<file path="config.mk">
export PLATFORM = sky130hd
export DESIGN_NAME = tx_send_scheduler
export DESIGN_NICKNAME = d
export VERILOG_FILES = /design/src/rtl/tx_send_scheduler.sv
export SDC_FILE = /design/constraint.sdc
export NUM_CORES = 1
export LEC_CHECK = 0
export CORE_MARGIN = 1.5
export CORE_UTILIZATION = 55
export CTS_BUF_LIST = sky130_fd_sc_hd__clkbuf_4 sky130_fd_sc_hd__clkbuf_8 sky130_fd_sc_hd__clkbuf_16
export CTS_CLUSTER_DIAMETER = 50
export CTS_CLUSTER_SIZE = 24
export DETAILED_ROUTE_END_ITERATION = 8
export PLACE_DENSITY = 0.79
export REMOVE_ABC_BUFFERS = 1
export SYNTH_ARGS = -nofsm -noshare
export SYNTH_HDL_FRONTEND = slang
export SYNTH_SLANG_ARGS = --single-unit
export TNS_END_PERCENT = 10
</file>
<file path="constraint.sdc">
create_clock -name clock_clk -period 2.6 [get_ports clock_clk]
set_input_delay 0.26 -clock clock_clk [delete_from_list [all_inputs] [get_ports clock_clk]]
set_output_delay 0.26 -clock clock_clk [all_outputs]
set_load 0.01 [all_outputs]
</file>
<file path="src/rtl/tx_send_scheduler.sv">
// tx_send_scheduler: queues 6-bit buffer-index requests and issues gap-spaced TX send commands.
// Define TX_SEND_SCHED_STATS_EN to add saturating stat_sent / stat_dropped counters.
module tx_send_scheduler #(
    parameter int unsigned FIFO_DEPTH = 8,
    parameter int unsigned ADDR_SHIFT = 19,
    parameter logic [24:0] BASE_ADDR  = 25'h0,
    parameter int unsigned GAP_CYCLES = 64
) (
    input  logic                        clock_clk,
    input  logic                        reset_reset_n,
    input  logic [5:0]                  req_start_ram_addr,
    input  logic                        req_signal,
    input  logic                        mac_inited,
    input  logic                        clear_overflow,
    output logic [24:0]                 send_control_start_ram_addr,
    output logic                        send_control_cmd_send,
    output logic [$clog2(FIFO_DEPTH):0] fifo_level,
    output logic                        overflow_sticky
`ifdef TX_SEND_SCHED_STATS_EN
    ,
    output logic [15:0]                 stat_sent,
    output logic [15:0]                 stat_dropped
`endif
);

    localparam int unsigned PTR_W  = $clog2(FIFO_DEPTH);
    localparam int unsigned LVL_W  = PTR_W + 1;
    localparam int unsigned GAP_W  = (GAP_CYCLES > 1) ? $clog2(GAP_CYCLES) : 1;
    localparam int unsigned ADDR_W = 25;

    typedef enum logic [1:0] {
        IDLE = 2'd0,
        LOAD = 2'd1,
        SEND = 2'd2,
        GAP  = 2'd3
    } state_t;

    state_t             r_state;
    state_t             w_next_state;
    logic [GAP_W-1:0]   r_gap_cnt;
    logic [5:0]         r_mem [FIFO_DEPTH];
    logic [PTR_W-1:0]   r_wr_ptr;
    logic [PTR_W-1:0]   r_rd_ptr;
    logic [LVL_W-1:0]   r_level;
    logic               r_req_d;
    logic [ADDR_W-1:0]  r_addr;
    logic               r_cmd_send;
    logic               r_overflow;
    logic               w_push;
    logic               w_pop;
    logic               w_full;
    logic               w_accept;
    logic               w_drop;

    assign w_push   = req_signal & ~r_req_d;
    assign w_full   = (r_level == LVL_W'(FIFO_DEPTH));
    // A full FIFO still takes the push when an entry leaves on the same edge.
    assign w_accept = w_push & (~w_full | w_pop);
    assign w_drop   = w_push & ~w_accept;

    assign send_control_start_ram_addr = r_addr;
    assign send_control_cmd_send       = r_cmd_send;
    assign fifo_level                  = r_level;
    assign overflow_sticky             = r_overflow;

    // State register
    always_ff @(posedge clock_clk or negedge reset_reset_n) begin
        if (!reset_reset_n) begin
            r_state <= IDLE;
        end else begin
            r_state <= w_next_state;
        end
    end

    // Next state; the FIFO is popped on the edge that enters LOAD
    always_comb begin
        w_next_state = r_state;
        w_pop        = 1'b0;
        case (r_state)
            IDLE: begin
                if ((r_level != '0) && mac_inited) begin
                    w_next_state = LOAD;
                    w_pop        = 1'b1;
                end
            end
            LOAD:    w_next_state = SEND;
            SEND:    w_next_state = GAP;
            GAP: begin
                if (r_gap_cnt == '0) begin
                    w_next_state = IDLE;
                end
            end
            default: w_next_state = IDLE;
        endcase
    end

    // Inter-packet gap counter, loaded as the strobe retires
    always_ff @(posedge clock_clk or negedge reset_reset_n) begin
        if (!reset_reset_n) begin
            r_gap_cnt <= '0;
        end else if (r_state == SEND) begin
            r_gap_cnt <= GAP_W'(GAP_CYCLES - 1);
        end else if ((r_state == GAP) && (r_gap_cnt != '0)) begin
            r_gap_cnt <= r_gap_cnt - GAP_W'(1);
        end
    end

    // FIFO storage needs no reset; pointers and level define validity
    always_ff @(posedge clock_clk) begin
        if (w_accept) begin
            r_mem[r_wr_ptr] <= req_start_ram_addr;
        end
    end

    always_ff @(posedge clock_clk or negedge reset_reset_n) begin
        if (!reset_reset_n) begin
            r_req_d    <= 1'b0;
            r_wr_ptr   <= '0;
            r_rd_ptr   <= '0;
            r_level    <= '0;
            r_addr     <= '0;
            r_cmd_send <= 1'b0;
            r_overflow <= 1'b0;
        end else begin
            r_req_d    <= req_signal;
            r_cmd_send <= (r_state == LOAD);
            if (w_accept) begin
                r_wr_ptr <= r_wr_ptr + PTR_W'(1);
            end
            if (w_pop) begin
                r_rd_ptr <= r_rd_ptr + PTR_W'(1);
                r_addr   <= BASE_ADDR + (ADDR_W'(r_mem[r_rd_ptr]) << ADDR_SHIFT);
            end
            case ({w_accept, w_pop})
                2'b10:   r_level <= r_level + LVL_W'(1);
                2'b01:   r_level <= r_level - LVL_W'(1);
                default: r_level <= r_level;
            endcase
            if (w_drop) begin
                r_overflow <= 1'b1;
            end else if (clear_overflow) begin
                r_overflow <= 1'b0;
            end
        end
    end

`ifdef TX_SEND_SCHED_STATS_EN
    logic [15:0] r_stat_sent;
    logic [15:0] r_stat_dropped;

    assign stat_sent    = r_stat_sent;
    assign stat_dropped = r_stat_dropped;

    // Saturating counters; a clear discards a coincident increment
    always_ff @(posedge clock_clk or negedge reset_reset_n) begin
        if (!reset_reset_n) begin
            r_stat_sent    <= '0;
            r_stat_dropped <= '0;
        end else if (clear_overflow) begin
            r_stat_sent    <= '0;
            r_stat_dropped <= '0;
        end else begin
            if ((r_state == LOAD) && (r_stat_sent != 16'hFFFF)) begin
                r_stat_sent <= r_stat_sent + 16'd1;
            end
            if (w_drop && (r_stat_dropped != 16'hFFFF)) begin
                r_stat_dropped <= r_stat_dropped + 16'd1;
            end
        end
    end
`endif

endmodule

</file>
==> reports/metrics.cfg, run 1 <==
[worst_setup_path]
cp_slowest_cell = dfrtp_1
r2r-start = r_state[0]$_DFFE_PN0P_
crit_chain = inv_1 -> ha_1 -> nand2_1 -> nor3_2 -> ha_1 -> a21oi_1 -> nand2_1 -> or4_1 -> o2111ai_1
reg2reg_slack_ns = 0.20
crit_end = fifo_level[3]$_DFFE_PN0P_
cp.required_ns = 2.85
start_kind = register
path_buf_inv = 1
r2r_cells = 9
end_kind = register
setup.worst_path.start = r_state[0]$_DFFE_PN0P_
path_delay_family = simple AND/OR/NAND/NOR gates
r2r_end = fifo_level[3]$_DFFE_PN0P_
critical_path_class = register to register
path_max_fanout = 4
crit_cells = 9
critical_path_arrival_ns = 2.65
cp_slowest_stage_delay_ns = 0.43

[drt]
drtIter0Drc = 97
drt_wl_total_um = 5317
wl_per_cell_um = 15.11
vias = 1920
firstDrtPassIters = 4
via_per_inst = 5.455
ant_nets = 0
route.detailed.drc = 0

[final_layout]
fin_area_mm2 = 0.003886
final_net_count = 294
post_route_cells_drive_above_1_share_pct = 17.33
antenna_cells = 0
post-route-util_pct = 65.25
synthToLayoutAreaGrowth_pct = 14.49

[global_route]
met2_usage_pct = 30.66
grt_pass1_vias = 1831
overflow = 0
gr-usage-met1_pct = 22.76
grtUsageTotal_pct = 18.44
grt_pass1_wl_um = 8756
grt_busiest_layer = met2
grt_use_met3_pct = 4.333
antenna_found_initial = 0
grt_max_degree = 28

[die]
start_util_pct = 57.00
fp.dieW_um = 81.56
die_area_mm2 = 0.006652
std_cell_rows = 28
io_pins = 42
die_height_um = 81.56
coreArea_mm2 = 0.005956

[timing]
relSlewSlack_pct = 63.12
hold_viol = 0
whs_ns = 0.2931
slew_viol_final = 0
fin_crit_sh_pct = 92.39
fmaxAchievable_ghz = 0.4163
finalSetupTns_ns = 0
rsz0062_at_grt = no
tightest_slew_ns = 0.5532
finalSetupViolations = 0
skew_ns = 0.008653
min_period_ns = 2.402

[placed_design]
placed_area_mm2 = 0.003682
dp_hpwl_um = 3802
portBuffers = 22
routabilityCongestion = 0.8622

[synthesis]
async_reset_ff_share_pct = 36.00
synthCells = 235
synthesis.area_mm2 = 0.003395
yosysWarnings = 0
ys_seq_area_share_pct = 62.37
ys_ff_latch = 75
synth-edff-count = 48
synthFlopType = edfxtp_1
synth_cell_types = 46
syn_area_per_cell_um2 = 14.44

[pwr]
p_leak_nw = 1.472
p_per_area_mw_per_mm2 = 1032
ir_worst_vdd_uv = 613.4

[clocking]
htree_levels = 3
clk_pin_slew_ns = 0.08
cts_setup_buffers = 0
cts_tree = built
insertion_delay_ns = 0.34
clockBufferDepth = 2
clock-root-buffer = clkbuf_8
cts_inserted_buffers = 9
cts.sinks = 75

[min_path]
hold_path_class = input pin to async pin

[outcome]
status = finished, final reports clean

[job]
cap_violations = 0

## cell usage after synthesis (3+ instances only)
cell | instances | area (µm²)
nor3_1 | 5 | 25.02
inv_1 | 10 | 37.54
a21oi_1 | 4 | 20.02
dfrtp_1 | 27 | 675.7
mux4_2 | 12 | 270.3
o21ai_0 | 6 | 30.03
mux2i_1 | 6 | 60.06
nand2b_1 | 5 | 31.28
buf_4 | 21 | 157.7
nor2_1 | 12 | 45.04
nand3_1 | 6 | 30.03
a31oi_1 | 3 | 18.77
edfxtp_1 | 48 | 1441
nand2_1 | 16 | 60.06
ha_1 | 10 | 125.1
xnor2_1 | 5 | 43.79
## cell usage in the layout (no fill, tap or decap), types with 3 or more instances in the layout
| master | netlist | final |
|---|---|---|
| dfrtp_1 | 27 | 27 |
| clkbuf_8 | 0 | 9 |
| mux4_2 | 12 | 12 |
| mux2i_1 | 6 | 6 |
| nand2b_1 | 5 | 5 |
| a21oi_1 | 4 | 4 |
| buf_4 | 21 | 12 |
| edfxtp_1 | 48 | 48 |
| inv_1 | 10 | 10 |
| nor3_1 | 5 | 4 |
| nand2_1 | 16 | 16 |
| ha_1 | 10 | 10 |
| clkdlybuf4s50_1 | 0 | 22 |
| a31oi_1 | 3 | 3 |
| nor2_1 | 12 | 12 |
| xnor2_1 | 5 | 5 |
| nand3_1 | 6 | 6 |
| o21ai_0 | 6 | 6 |
| conb_1 | 1 | 19 |
## sequential cells by signal, summed over array words and instances (netlist names)
name,cells
r_mem,48
r_gap_cnt,6
send_control_start_ram_addr,6
fifo_level,4
r_rd_ptr,3
r_wr_ptr,3
r_state,2
overflow_sticky,1
r_req_d,1
send_control_cmd_send,1
## through the flow
| step | std cells | power (mW) | worst slack, ns |
|---|---|---|---|
| 2_1_floorplan | 227 | 2.679 | 0.3256 |
| 3_3_place_gp | 336 | 3.096 | 0.1998 |
| 3_5_place_dp | 336 | 3.162 | 0.05115 |
| 4_1_cts | 352 | 4.041 | 0.05212 |
| 5_1_grt | 352 | 4.263 | 0.003339 |
| 6_report | 352 | 4.011 | 0.1980 |
## cell families after synthesis
| kind of cell | after synthesis | share of synthesized area, % |
|---|---|---|
| flip-flops | 75 | 62.37 |
| AND/OR/NAND/NOR | 56 | 8.257 |
| buffers and inverters | 36 | 6.524 |
| AO/OA/AOI/OAI | 28 | 5.824 |
| multiplexers | 21 | 10.84 |
| adder cells (fa/ha/maj) | 11 | 4.276 |
| XOR/XNOR | 7 | 1.806 |
| other | 1 | 0.1105 |
## final cells by class
type	instances	area, µm²
clock inverter	7	75.07
clock buffer	9	123.9
fill	429	2069
tap	75	93.84
multi-input combinational	142	1129
sequential	75	2117
inverter	10	37.54
timing repair buffer	34	310.3
## what timing repair did
action,in CTS,in global routing
endpoints found under the setup margin,0,2
resized for setup,0,1
hold buffers,0,0
## power by group
group	switching, mW	internal [mW]
sequential	0.249	1.51
combinational	0.649	0.732
clock	0.427	0.448
## worst min-delay path by stage
| stage | start | endpoint | slack (ns) | cells after the start |
|---|---|---|---|---|
| 5_1_grt | reset_reset_n | r_gap_cnt[5]$_DFFE_PN0P_ | 0.32 | 2 |
| 6_report | reset_reset_n | fifo_level[0]$_DFFE_PN0P_ | 0.29 | 2 |
| 3_3_place_gp | send_control_start_ram_addr[24]$_DFFE_PN0P_ | send_control_start_ram_addr[24]$_DFFE_PN0P_ | 0.46 | 2 |
| 4_1_cts | reset_reset_n | r_gap_cnt[5]$_DFFE_PN0P_ | 0.30 | 2 |
| 3_5_place_dp | send_control_start_ram_addr[19]$_DFFE_PN0P_ | send_control_start_ram_addr[19]$_DFFE_PN0P_ | 0.48 | 2 |
| 2_1_floorplan | reset_reset_n | fifo_level[0]$_DFFE_PN0P_ | -0.04 | 0 |
## layer usage
layer | up-vias | wire, µm
li1 | 905 | -
met1 | 938 | 2258
met2 | 71 | 2725
met3 | 6 | 281
met4 | 0 | 53
met5 | - | 0
(Power assumes the default switching activity.)
==> run 2: changes to the inputs <==
Clock period 2.6 ns to 2.29 ns, I/O delays scaled along.
==> reports/metrics.cfg, run 2 (synthesis gave the netlist of run 1 again) <==
[final_layout]
multiInputGateArea_mm2 = 0.001154  ; +2.2%
fin_cells = 365  ; +3.7%
layout_common_cells = 48 x edfxtp_1, 27 x dfrtp_1, 25 x buf_4, 22 x clkdlybuf4s50_1, 19 x conb_1
largest_reg_flops = 48  ; unchanged
post_route_cells_drive_above_1_share_pct = 22.07  ; +4.7 points
final_common_cell = edfxtp_1
fin_area_mm2 = 0.004021  ; +3.5%
synthToLayoutAreaGrowth_pct = 18.47
largest-register = r_mem
fill_cells = 422  ; -1.6%
register_area_mm2 = 0.002117  ; unchanged
final_net_count = 307  ; +4.4%
post-route-util_pct = 67.52  ; +2.3 points
antenna_cells = 0  ; unchanged

[pwr]
p_leak_nw = 1.550  ; +5.3%
p_per_area_mw_per_mm2 = 1194  ; +16%
ir_worst_vdd_uv = 680.7  ; +11%

[timing]
fin_ws_ns = 0.1980  ; +0.000006000 ns
hold_viol = 0  ; unchanged
rsz0062_at_grt = no
fmaxAchievable_ghz = 0.4780  ; +15%
finalSetupTns_ns = 0  ; unchanged
slew_viol_final = 0  ; unchanged
skew_ns = 0.01215  ; +0.003500 ns
min_period_ns = 2.092  ; -0.3100 ns
fin_crit_sh_pct = 91.35  ; -1.0 points
relSlewSlack_pct = 62.21  ; -0.91 points
finalSetupViolations = 0  ; unchanged
tightest_slew_ns = 0.5669  ; +0.01371 ns

[drt]
route.detailed.drc = 0  ; unchanged
via_per_inst = 5.296  ; -2.9%
drt_wl_total_um = 5537  ; +4.1%
wl_per_cell_um = 15.17  ; +0.43%
ant_nets = 0  ; unchanged
drtIter0Drc = 115  ; +19%
firstDrtPassIters = 4  ; unchanged
vias = 1933  ; +0.68%

[clocking]
htree_levels = 3  ; unchanged
insertion_delay_ns = 0.36  ; +0.02 ns
cts_hold_buffers = 0  ; unchanged
cts.sinks = 75  ; unchanged
clockBufferDepth = 2  ; unchanged
clk_pin_slew_ns = 0.09  ; about the same
cts_inserted_buffers = 9  ; unchanged
clock-root-buffer = clkbuf_8
cts_tree = built
cts_setup_buffers = 0  ; unchanged
cts_resized = 1  ; +1

[die]
coreArea_mm2 = 0.005956  ; unchanged
io_pins = 42  ; unchanged
die_height_um = 81.56  ; unchanged
die_area_mm2 = 0.006652  ; unchanged
fp.dieW_um = 81.56  ; unchanged
start_util_pct = 57.00  ; unchanged
std_cell_rows = 28  ; unchanged

[placed_design]
dp_hpwl_um = 3992  ; +5.0%
routabilityCongestion = 0.9207  ; +6.8%
place_ws_ns = -0.1566  ; -0.2077 ns
dp.cells = 349  ; +3.9%
placed_area_mm2 = 0.003780  ; +2.7%
portBuffers = 22  ; unchanged

[worst_setup_path]
critical_path_arrival_ns = 2.36  ; -0.29 ns
r2r_end = fifo_level[3]$_DFFE_PN0P_
reg2reg_slack_ns = 0.20  ; about the same
critical_path_class = register to register
r2r_cells = 9  ; unchanged
start_kind = register
end_kind = register
r2r-start = r_state[0]$_DFFE_PN0P_
cp.required_ns = 2.56  ; -0.29 ns
path_max_fanout = 4  ; unchanged

[global_route]
overflow = 0  ; unchanged
grt_pass1_wl_um = 9163  ; +4.6%
gr-usage-met1_pct = 25.40  ; +2.6 points
grt_use_met3_pct = 6.000  ; +1.7 points
grt_pass1_vias = 1882  ; +2.8%
grt_busiest_layer = met2
met2_usage_pct = 30.17  ; -0.50 points
grtUsageTotal_pct = 19.27  ; +0.83 points
grt_max_degree = 28  ; unchanged
antenna_found_initial = 0  ; unchanged

[outcome]
status = finished, final reports clean

[min_path]
hold_path_class = input pin to async pin

[job]
cap_violations = 0  ; unchanged

[run 2: cell count changes in the layout (fill, tap and decap cells not counted), moves of 2 or more]
cell	before	now
clkinvlp_4	2	0
inv_6	2	4
inv_8	0	2
buf_4	12	25
[run 2: layer usage]
metal	vias to the layer above	share of wire (%)	wire length, µm
li1	933	-	-
met1	950	45	2491
met2	42	50	2773
met3	8	3.5	195
met4	0	1.4	77
met5	-	0	0
[run 2: worst max-delay path, cell delays in order (launching register included)]
cell,delay (ns)
dfrtp_1,0.38
inv_1,0.09
ha_1,0.17
nand2_1,0.11
nor3_4,0.19
ha_1,0.31
a21oi_2,0.17
nand2_1,0.10
or4_1,0.40
o2111ai_1,0.08
[run 2: worst max-delay path by stage]
stage | startpoint | to | slack (ns)
after global placement | req_signal | fifo_level[3]$_DFFE_PN0P_ | -0.007
after CTS | fifo_level[1]$_DFFE_PN0P_ | fifo_level[3]$_DFFE_PN0P_ | 0.08
after detailed placement | req_signal | fifo_level[3]$_DFFE_PN0P_ | -0.16
after global routing | r_state[0]$_DFFE_PN0P_ | fifo_level[3]$_DFFE_PN0P_ | 0.02
final | r_state[0]$_DFFE_PN0P_ | fifo_level[3]$_DFFE_PN0P_ | 0.20
after floorplan | r_state[0]$_DFFE_PN0P_ | fifo_level[3]$_DFFE_PN0P_ | 0.02
[run 2: where the power goes]
part	internal [mW]	switching, mW	leakage, nW
combinational	0.948	0.830	0.694
sequential	1.71	0.233	0.746
clock	0.534	0.548	0.109
total	3.19	1.61	1.55
[run 2: cell type report]
class | count | area share (%)
clock buffer | 9 | 3.080
timing repair buffer | 47 | 10.14
clock inverter | 7 | 2.178
multi-input combinational | 142 | 28.69
tap | 75 | 2.334
inverter | 10 | 0.9334
sequential | 75 | 52.64
[run 2: stage by stage]
| step | hold WS, ns | total power [mW] |
|---|---|---|
| detailed placement | 0.4792 | 3.718 |
| CTS | 0.2373 | 4.805 |
| finish | 0.2339 | 4.802 |
| global placement | 0.4691 | 3.638 |
| floorplan | -0.06659 | 3.042 |
| global route | 0.2612 | 5.131 |
==> run 3: changes to the inputs <==
Settings changed: CORE_ASPECT_RATIO set to 1.1.
==> reports/metrics.cfg, run 3 (synthesis gave the netlist of run 1 again) <==
[timing]
finalSetupViolations = 0  ; unchanged
slew_viol_final = 0  ; unchanged
fin_crit_sh_pct = 96.69  ; +5.3 points
finalSetupTns_ns = 0  ; unchanged
relSlewSlack_pct = 61.03  ; -1.2 points
min_period_ns = 2.214  ; +0.1222 ns
tightest_slew_ns = 0.5845  ; +0.01758 ns
hold_viol = 0  ; unchanged
fmaxAchievable_ghz = 0.4516  ; -5.5%
skew_ns = 0.01219  ; +0.00003700 ns

[final_layout]
synthToLayoutAreaGrowth_pct = 17.25
antenna_cells = 0  ; unchanged
final_net_count = 305  ; -0.65%
final_common_cell = edfxtp_1
largest-register = r_mem
post_route_cells_drive_above_1_share_pct = 22.92  ; +0.85 points
layout_common_cells = 48 x edfxtp_1, 27 x dfrtp_1, 23 x buf_4, 22 x clkdlybuf4s50_1, 19 x conb_1
largest_reg_flops = 48  ; unchanged

[worst_setup_path]
critical_path_arrival_ns = 2.47  ; +0.11 ns
end_kind = register
path_max_fanout = 4  ; unchanged
setup.worst_path.start = r_state[1]$_DFFE_PN0P_
critical_path_class = register to register
r2r-start = r_state[1]$_DFFE_PN0P_
cp.required_ns = 2.55  ; about the same
start_kind = register

[min_path]
hold_path_class = input pin to async pin

[placed_design]
dp_hpwl_um = 4072  ; +2.0%
portBuffers = 22  ; unchanged
routabilityCongestion = 0.8124  ; -12%

[die]
die_height_um = 85.40  ; +4.7%
io_pins = 42  ; unchanged
coreArea_mm2 = 0.005878  ; -1.3%
die_area_mm2 = 0.006653  ; about the same
start_util_pct = 57.75  ; +0.75 points
std_cell_rows = 29  ; +3.6%
fp.dieW_um = 77.91  ; -4.5%

[pwr]
ir_worst_vdd_uv = 685.2  ; +0.65%
p_per_area_mw_per_mm2 = 1163  ; -2.6%
p_leak_nw = 1.517  ; -2.1%
power.total_mw = 4.628  ; -3.6%

[clocking]
clk_pin_slew_ns = 0.08  ; about the same
cts.sinks = 75  ; unchanged
cts_inserted_buffers = 9  ; unchanged
clock-root-buffer = clkbuf_8
cts_hold_buffers = 0  ; unchanged
htree_levels = 3  ; unchanged
clockBufferDepth = 2  ; unchanged
insertion_delay_ns = 0.35  ; about the same
cts_tree = built

[drt]
drt_wl_total_um = 5619  ; +1.5%
via_per_inst = 5.419  ; +2.3%
drtIter0Drc = 151  ; +31%
ant_nets = 0  ; unchanged
vias = 1978  ; +2.3%
route.detailed.drc = 0  ; unchanged
firstDrtPassIters = 5  ; +1
wl_per_cell_um = 15.39  ; +1.5%

[global_route]
grt_max_degree = 28  ; unchanged
grt_pass1_vias = 1952  ; +3.7%
antenna_found_initial = 0  ; unchanged
grt_pass1_wl_um = 9349  ; +2.0%
grtUsageTotal_pct = 18.91  ; -0.36 points
overflow = 0  ; unchanged

[outcome]
status = finished, final reports clean

[job]
cap_violations = 0  ; unchanged

run 3: per-layer routing:
metal / track usage (%) / vias up / wire, µm
met4: 9.416 / 0 / 155
met3: 5.806 / 18 / 258
met1: 22.67 / 972 / 2338
li1: - / 922 / -
met5: 0 / - / 0
met2: 31.07 / 66 / 2866
run 3: worst paths after layout:
path	slack, ns	endpoint	depth (start not counted)
max in group asynchronous	1.78	send_control_start_ram_addr[22]$_DFFE_PN0P_	2
worst max-delay path	0.08	fifo_level[3]$_DFFE_PN0P_	9
worst min-delay path	0.24	r_rd_ptr[2]$_DFFE_PN0P_	2
worst max register to register	0.08	fifo_level[3]$_DFFE_PN0P_	9
worst min register to register	0.49	send_control_start_ram_addr[24]$_DFFE_PN0P_	2
min in group clock_clk	0.39	r_req_d$_DFF_PN0_	1
run 3: area by class of cell:
cell class                      count  area, µm²
Clock buffer                       11      138.9
Multi-Input combinational cell    142       1160
Inverter                           10      37.54
Clock inverter                      5      37.54
Tap cell                           77      96.34
Timing Repair Buffer               45      392.9
Fill cell                         421       1898
Sequential cell                    75       2117
run 3: metrics by stage:
stage	cell area (µm²)	util (%)	instances	hold slack, ns	setup WS [ns]
floorplan	3278	-	227	-0.06659	0.01559
global route	3980	67.71	365	0.2705	-0.02175
CTS	3929	66.84	363	0.2487	0.03133
detailed placement	3752	63.84	347	0.4780	-0.007736
global placement	3752	63.84	347	0.4639	0.06248
finish	3980	67.71	365	0.2443	0.07578
run 3: what timing repair did:
| item | CTS | global route |
|---|---|---|
| setup buffers | 0 | 2 |
| resized for setup | 0 | 8 |
| setup endpoints to repair | 0 | 3 |
run 3: worst max-delay path: stages, from the launching register on:
cell       delay [ns]
dfrtp_1          0.42
inv_1            0.11
ha_2             0.20
nand2_2          0.10
nor3_4           0.21
ha_1             0.32
a21oi_2          0.17
nand2_1          0.11
or4_1            0.42
o2111ai_1        0.09
run 3: where the power goes:
| group | leakage (nW) | switching [mW] | internal (mW) | total, mW |
|---|---|---|---|---|
| Combinational | 0.684 | 0.847 | 0.940 | 1.79 |
| Sequential | 0.746 | 0.233 | 1.71 | 1.94 |
| Clock | 0.0868 | 0.477 | 0.421 | 0.898 |
| Total | 1.52 | 1.56 | 3.07 | 4.63 |
